$ cat src/rtl/lms_pkg.sv
// Shared constants, types and the saturation helper for the LMS coefficient
// generator and the equalizer FIR it feeds.
package lms_pkg;

  localparam int unsigned NTAPS = 16;
  localparam int unsigned DW    = 16;
  localparam int unsigned FRAC  = 14;
  localparam int unsigned AW    = $clog2(NTAPS);

  typedef enum logic [1:0] {
    IDLE,
    UPDATE,
    COMMIT
  } state_t;

  typedef logic signed [DW-1:0] samp_t;

  // Coefficient bus as seen by the filter: tap k lives in coef[k].
  typedef logic [NTAPS-1:0][DW-1:0] coef_bus_t;

  // Clamp to the DW-bit signed range. The input carries two guard bits so
  // that a DW-bit coefficient plus a (DW+1)-bit delta cannot wrap.
  function automatic samp_t sat_dw(input logic signed [DW+1:0] v);
    samp_t r;
    if (!v[DW+1] && (v[DW:DW-1] != 2'b00)) begin
      r = {1'b0, {(DW-1){1'b1}}};
    end else if (v[DW+1] && (v[DW:DW-1] != 2'b11)) begin
      r = {1'b1, {(DW-1){1'b0}}};
    end else begin
      r = v[DW-1:0];
    end
    return r;
  endfunction

endpackage

$ cat src/rtl/lms_coef_update_tap.sv
// Single-tap LMS step: c_new = sat(c_old + round(x*e / 2^(FRAC+mu_shift))).
// Purely combinational; the top feeds it one tap per cycle.
module lms_tap_update
  import lms_pkg::*;
(
  input  samp_t       x,
  input  samp_t       e,
  input  logic [3:0]  mu_shift,
  input  samp_t       c_old,
  output samp_t       c_new
);

  logic [4:0]             s;
  logic signed [2*DW-1:0] prod;
  logic signed [2*DW:0]   half;
  logic signed [2*DW:0]   rsum;
  logic signed [2*DW:0]   shifted;
  logic signed [DW:0]     delta;
  logic signed [DW+1:0]   sum;

  always_comb begin
    s       = 5'(FRAC) + {1'b0, mu_shift};
    prod    = (2*DW)'(x) * (2*DW)'(e);
    half    = '0;
    half[s - 5'd1] = 1'b1;
    rsum    = {prod[2*DW-1], prod} + half;
    shifted = rsum >>> s;

    // Only (-2^15)^2 can push delta past DW+1 bits; clamp so the sum stays exact.
    if ((shifted[2*DW:DW] == '0) || (shifted[2*DW:DW] == '1)) begin
      delta = shifted[DW:0];
    end else if (shifted[2*DW]) begin
      delta = {1'b1, {DW{1'b0}}};
    end else begin
      delta = {1'b0, {DW{1'b1}}};
    end

    sum   = {c_old[DW-1], c_old[DW-1], c_old} + {delta[DW], delta};
    c_new = sat_dw(sum);
  end

endmodule

$ cat src/rtl/lms_coef_update.sv
// Serial LMS coefficient generator: snapshots the sample history on error
// accept, updates a shadow bank one tap per cycle, then commits atomically.
module lms_coef_update
  import lms_pkg::*;
(
  input  logic               clk,
  input  logic               rst_n,
  input  logic               x_valid,
  input  logic signed [DW-1:0] xn,
  input  logic               adapt_en,
  input  logic               e_valid,
  output logic               e_ready,
  input  logic signed [DW-1:0] en,
  input  logic [3:0]         mu_shift,
  input  logic               ld_valid,
  output logic               ld_ready,
  input  logic [AW-1:0]      ld_addr,
  input  logic signed [DW-1:0] ld_data,
  input  logic               ld_last,
  output coef_bus_t          coef,
  output logic               coef_update,
  output logic               busy
);

  state_t        state, state_nxt;
  samp_t         hist   [NTAPS];
  samp_t         work   [NTAPS];
  samp_t         shadow [NTAPS];
  samp_t         e_lat;
  logic [3:0]    mu_lat;
  logic [AW-1:0] idx;
  logic          ld_acc;
  logic          e_acc;
  samp_t         c_new;

  always_ff @(posedge clk or negedge rst_n) begin
    if (!rst_n) begin
      state <= IDLE;
    end else begin
      state <= state_nxt;
    end
  end

  always_comb begin
    state_nxt = state;
    unique case (state)
      IDLE: begin
        if (ld_acc && ld_last) begin
          state_nxt = COMMIT;
        end else if (e_acc) begin
          state_nxt = UPDATE;
        end
      end
      UPDATE: begin
        if (idx == AW'(NTAPS-1)) begin
          state_nxt = COMMIT;
        end
      end
      COMMIT:  state_nxt = IDLE;
      default: state_nxt = IDLE;
    endcase
  end

  // Load wins a same-cycle conflict by masking e_ready.
  always_comb begin
    ld_ready = (state == IDLE);
    e_ready  = (state == IDLE) && adapt_en && !ld_valid;
    busy     = (state != IDLE);
    ld_acc   = ld_valid && ld_ready;
    e_acc    = e_valid && e_ready;
  end

  always_ff @(posedge clk or negedge rst_n) begin
    if (!rst_n) begin
      for (int unsigned k = 0; k < NTAPS; k++) begin
        hist[k] <= '0;
      end
    end else if (x_valid) begin
      hist[0] <= xn;
      for (int unsigned k = 1; k < NTAPS; k++) begin
        hist[k] <= hist[k-1];
      end
    end
  end

  always_ff @(posedge clk or negedge rst_n) begin
    if (!rst_n) begin
      for (int unsigned k = 0; k < NTAPS; k++) begin
        work[k] <= '0;
      end
      e_lat  <= '0;
      mu_lat <= '0;
      idx    <= '0;
    end else if (e_acc) begin
      work   <= hist;
      e_lat  <= en;
      mu_lat <= mu_shift;
      idx    <= '0;
    end else if (state == UPDATE) begin
      idx <= idx + AW'(1);
    end
  end

  lms_tap_update u_tap (
    .x        (work[idx]),
    .e        (e_lat),
    .mu_shift (mu_lat),
    .c_old    (shadow[idx]),
    .c_new    (c_new)
  );

  always_ff @(posedge clk or negedge rst_n) begin
    if (!rst_n) begin
      for (int unsigned k = 0; k < NTAPS; k++) begin
        shadow[k] <= '0;
      end
    end else if (state == UPDATE) begin
      shadow[idx] <= c_new;
    end else if (ld_acc) begin
      shadow[ld_addr] <= ld_data;
    end
  end

  always_ff @(posedge clk or negedge rst_n) begin
    if (!rst_n) begin
      coef        <= '0;
      coef_update <= 1'b0;
    end else begin
      coef_update <= (state == COMMIT);
      if (state == COMMIT) begin
        for (int unsigned k = 0; k < NTAPS; k++) begin
          coef[k] <= shadow[k];
        end
      end
    end
  end

endmodule

$ cat config.mk
export PLATFORM = sky130hd
export DESIGN_NAME = lms_coef_update
export DESIGN_NICKNAME = d
export VERILOG_FILES = /design/src/rtl/lms_pkg.sv /design/src/rtl/lms_coef_update_tap.sv /design/src/rtl/lms_coef_update.sv
export SDC_FILE = /design/constraint.sdc
export NUM_CORES = 2
export LEC_CHECK = 0
export CAP_MARGIN = 10
export CORE_MARGIN = 5
export CORE_UTILIZATION = 60
export CTS_BUF_LIST = sky130_fd_sc_hd__clkbuf_8
export DETAILED_ROUTE_END_ITERATION = 12
export PLACE_DENSITY = 0.85
export SYNTH_ARGS = -nofsm -noshare
export SYNTH_HDL_FRONTEND = slang
export SYNTH_SLANG_ARGS = --single-unit
$ cat constraint.sdc
create_clock -name clk -period 16.35 [get_ports clk]
set_input_delay 3.27 -clock clk [delete_from_list [all_inputs] [get_ports clk]]
set_output_delay 3.27 -clock clk [all_outputs]
set_load 0.005 [all_outputs]
==> impl_summary.md <==
STA
The maximum clock frequency is 64.6 MHz. The total count of max-transition violations in the final report is 0. In the final timing run, aggregate negative setup slack is 0 ns.

The slew at the pin closest to its max-slew limit is 1.35 ns. The part of the cycle the worst path needs is 0.946. Setup repair after global routing left no endpoint under its margin. Between clock sinks in the finished design, the worst skew comes to 0.0776 ns. The smallest clock period supported by the final layout is computed as 15.48 ns.

In this run the tightest slew margin relative to its limit is 0.0918. The number of failing setup endpoints in the final timing report is 0. The final hold violation count is 0.

Route
The final route contains 47,800 vias. The final wirelength is 176,000 microns. The average wire per cell in the routed design is 23.3 microns. The post-route DRC violation count is 0. The detail route stage leaves a number of antenna-violating nets equal to 0. Using the TritonRoute via totals, the vias-per-cell ratio works out to 6.31. The DRC violation total after the first TritonRoute iteration is 5,924. The total iterations of the first detailed-routing run is 8.

Setup path
The worst setup path is captured at a register. The longest individual stage delay on the worst path is 0.66 ns. The master of the slowest instance on the critical path is sky130_fd_sc_hd__dfrtp_4. The maximum fanout encountered on the critical timing path is 17. The critical path startpoint category is a register. The worst reg2reg path depth is 55. In this run the worst setup path begins at idx[0].

For the worst setup path, the data required time is 17.11 ns. In this run the critical register-to-register path is captured at shadow[182]. In this run the critical register-to-register path is launched from idx[0].

The arrival time of the worst setup path is 16.23 ns. The setup path with the least slack is of type reg2reg. By instance count, the cell type seen most on the critical path is sky130_fd_sc_hd__a21oi_1. The minimum setup slack among reg-to-reg paths is 0.87 ns.

Floorplanning
The initial core utilization is 0.603. 323 I/O pins were placed. The die is 324 microns wide. The vertical die dimension is 324 microns. The die covers 105,000 sq um. After floorplanning, the core was divided into 115 placement rows. The floorplan core area is 98,100 sq um.

Synthesis
In this run, synthesis produced a sequential element count of 1,051. The commonest register cell after synthesis is sky130_fd_sc_hd__dfrtp_1. The sequential share of the synthesized area is 0.444. After synthesis, the cell types taking the most area are sky130_fd_sc_hd__dfrtp_1, sky130_fd_sc_hd__nand2_1, sky130_fd_sc_hd__fa_1, sky130_fd_sc_hd__mux4_2, sky130_fd_sc_hd__mux2_2. The most area-hungry cell type in the Yosys netlist is sky130_fd_sc_hd__dfrtp_1. The number of enable flip-flop cells after synthesis is 0. The number of warnings reported in the yosys synthesis log is 0.

A synthesized cell averages 9.95 sq um. The portion of synthesized cell area occupied by the leading cell type is 0.444. The async set-or-reset flop fraction in the synthesized netlist is 1.00. The summed instance area of the synthesized netlist is 59,200 sq um. The number of unique standard cell types used by synthesis is 88. The synthesized instance count is 5,946.

Hold path
The path category of the worst min-delay check is reg2reg. The worst hold path begins at hist[8]. The instance count along the most critical hold path is 2. For hold timing, the worst endpoint is work[8].

CTS
CTS built an H-tree with a depth of 4. The number of cells upsized or downsized after cts is 0. Clock tree synthesis selected as its root buffer the cell sky130_fd_sc_hd__clkbuf_8. The total of hold buffers inserted after clock tree synthesis is 0. The CTS clock-pin slew for the worst setup and hold paths is 0.06 ns. The clock drives 1,051 sinks. The number of buffers on the longest clock path is 3. The number of clock buffers inserted by TritonCTS is 166. TritonCTS built the clock tree. The buffers inserted during post-CTS setup optimization is 0.

At the later pin of the worst-skew pair, clock insertion delay measures 0.89 ns.

Global routing
The number of antenna violations at the first check in global routing is 14. Summed over all layers, the global routing overflow is 0. The via count of the first global-routing pass was 48,800. The total global-route track usage is 0.337.

The wire length of the first global-routing pass is 277,000 microns. Entering global routing, the biggest net connects 232 pins.

Finish
Leaving out fill and tap cells, the most frequent cell in the layout is sky130_fd_sc_hd__nand2_1. The number of cells in the finished layout apart from fillers is 7,575. The layout-stage area growth over the synthesis result is 13.1%. In the final design database the tool counted 6,625 nets. In the final layout, the share of cells above drive strength 1 is 0.131. In the layout the commonest cells are sky130_fd_sc_hd__nand2_1, sky130_fd_sc_hd__dfrtp_1, sky130_fd_sc_hd__inv_1.

Outcome
The flow ran to the end, and the final reports show no timing, DRC or antenna violations.

Placement
Once placement completed, the tool counted placed cells totaling 7,277. The post-detailed-placement half-perimeter wirelength is 122,000 microns. The placer congestion estimate is 0.967. The count of buffers added on input and output ports is 322.

Run
The number of maximum-capacitance constraint violations is 0.
## final cells by class
| type | instances | area (sq um) |
|---|---|---|
| fillers | 6883 | 31200 |
| multi-input cells | 4191 | 30300 |
| flip-flops and latches | 1051 | 26300 |
| repair buffers | 407 | 3950 |
| clock buffers | 209 | 2880 |
| well taps | 1287 | 1610 |
| inverters | 341 | 1280 |
| clock inverters | 84 | 583 |
| diodes | 5 | 12.5 |
## Yosys cell counts, types with 14 or more instances
| cell | count |
|---|---|
| sky130_fd_sc_hd__a22oi_1 | 15 |
| sky130_fd_sc_hd__mux4_2 | 172 |
| sky130_fd_sc_hd__nor2_1 | 201 |
| sky130_fd_sc_hd__o21ai_0 | 71 |
| sky130_fd_sc_hd__o21ai_1 | 33 |
| sky130_fd_sc_hd__xnor2_1 | 52 |
| sky130_fd_sc_hd__and3_1 | 18 |
| sky130_fd_sc_hd__a211oi_1 | 20 |
| sky130_fd_sc_hd__nand3_1 | 31 |
| sky130_fd_sc_hd__mux2i_1 | 18 |
| sky130_fd_sc_hd__clkbuf_1 | 329 |
| sky130_fd_sc_hd__nand2b_1 | 25 |
| sky130_fd_sc_hd__o21a_1 | 15 |
| sky130_fd_sc_hd__nand2_1 | 2046 |
| sky130_fd_sc_hd__fa_1 | 264 |
| sky130_fd_sc_hd__and2_1 | 147 |
| sky130_fd_sc_hd__xor2_1 | 30 |
| sky130_fd_sc_hd__o221ai_1 | 180 |
| sky130_fd_sc_hd__ha_1 | 140 |
| sky130_fd_sc_hd__or3_1 | 14 |
| sky130_fd_sc_hd__a221o_1 | 48 |
| sky130_fd_sc_hd__buf_1 | 33 |
| sky130_fd_sc_hd__a21o_1 | 24 |
| sky130_fd_sc_hd__nor3_1 | 38 |
| sky130_fd_sc_hd__a21oi_1 | 128 |
| sky130_fd_sc_hd__mux2_2 | 269 |
| sky130_fd_sc_hd__dfrtp_1 | 1051 |
| sky130_fd_sc_hd__inv_1 | 338 |
| sky130_fd_sc_hd__o211ai_1 | 23 |
## kinds of logic (layout without fill, tap and decap cells)
family                   Yosys count  count (layout)  synth area share
AO/OA/AOI/OAI                    676             676            0.0843
AND/OR/NAND/NOR                 2564            2564             0.175
other                              1              11         0.0000634
multiplexers                     459             459             0.120
buffers and inverters            709            1041            0.0452
flip-flops                      1051            1051             0.444
XOR/XNOR                          82              82            0.0121
adder cells (fa/ha/maj)          404             404             0.119
## routing by layer
layer	vias to the layer above	track usage	wire length, microns
met5	-	0	92
met4	12	0.166	9800
met3	625	0.0985	20200
met2	2901	0.517	80600
met1	23900	0.448	65800
li1	20300	-	-
## how the worst max path moves through the flow
stage	slack, ns	endpoint	cells past startpoint
CTS	0.78	shadow[126]	53
floorplan	1.42	shadow[248]	59
finish	0.87	shadow[182]	55
global route	0.07	shadow[178]	55
detailed placement	0.82	shadow[155]	52
global placement	1.06	shadow[174]	55
## worst max-delay path: cells and delay by family (launching register included)
kind / cells / cell delay (ns)
AOI/OAI and AO/OA: 24 / 5.74
xor gates and xnor gates: 1 / 0.15
adders and majority gates: 9 / 4.11
buffers and inverters: 7 / 1.01
DFF: 1 / 0.66
muxes: 2 / 1.18
and+or+nand+nor: 12 / 2.46
## flip-flops by register name (all words and copies together) (netlist names)
name and cells:
coef_update 1, shadow 256, work 256, idx 4
e_lat 16, hist 256, state 2, mu_lat 4
coef 256
## metrics by stage
stage | cell area [sq um] | hold WS [ns] | worst slack (ns) | utilization
after floorplan | 59200 | 0.435 | 1.42 | -
after global placement | 63500 | 0.444 | 1.06 | 0.647
after detailed placement | 63500 | 0.453 | 0.820 | 0.647
after CTS | 66900 | 0.441 | 0.783 | 0.682
after global routing | 67000 | 0.489 | 0.0726 | 0.682
final | 67000 | 0.458 | 0.875 | 0.682
Power is not shown: default switching activity piles up to over one toggle a cycle in this logic, so the estimate is an artifact.
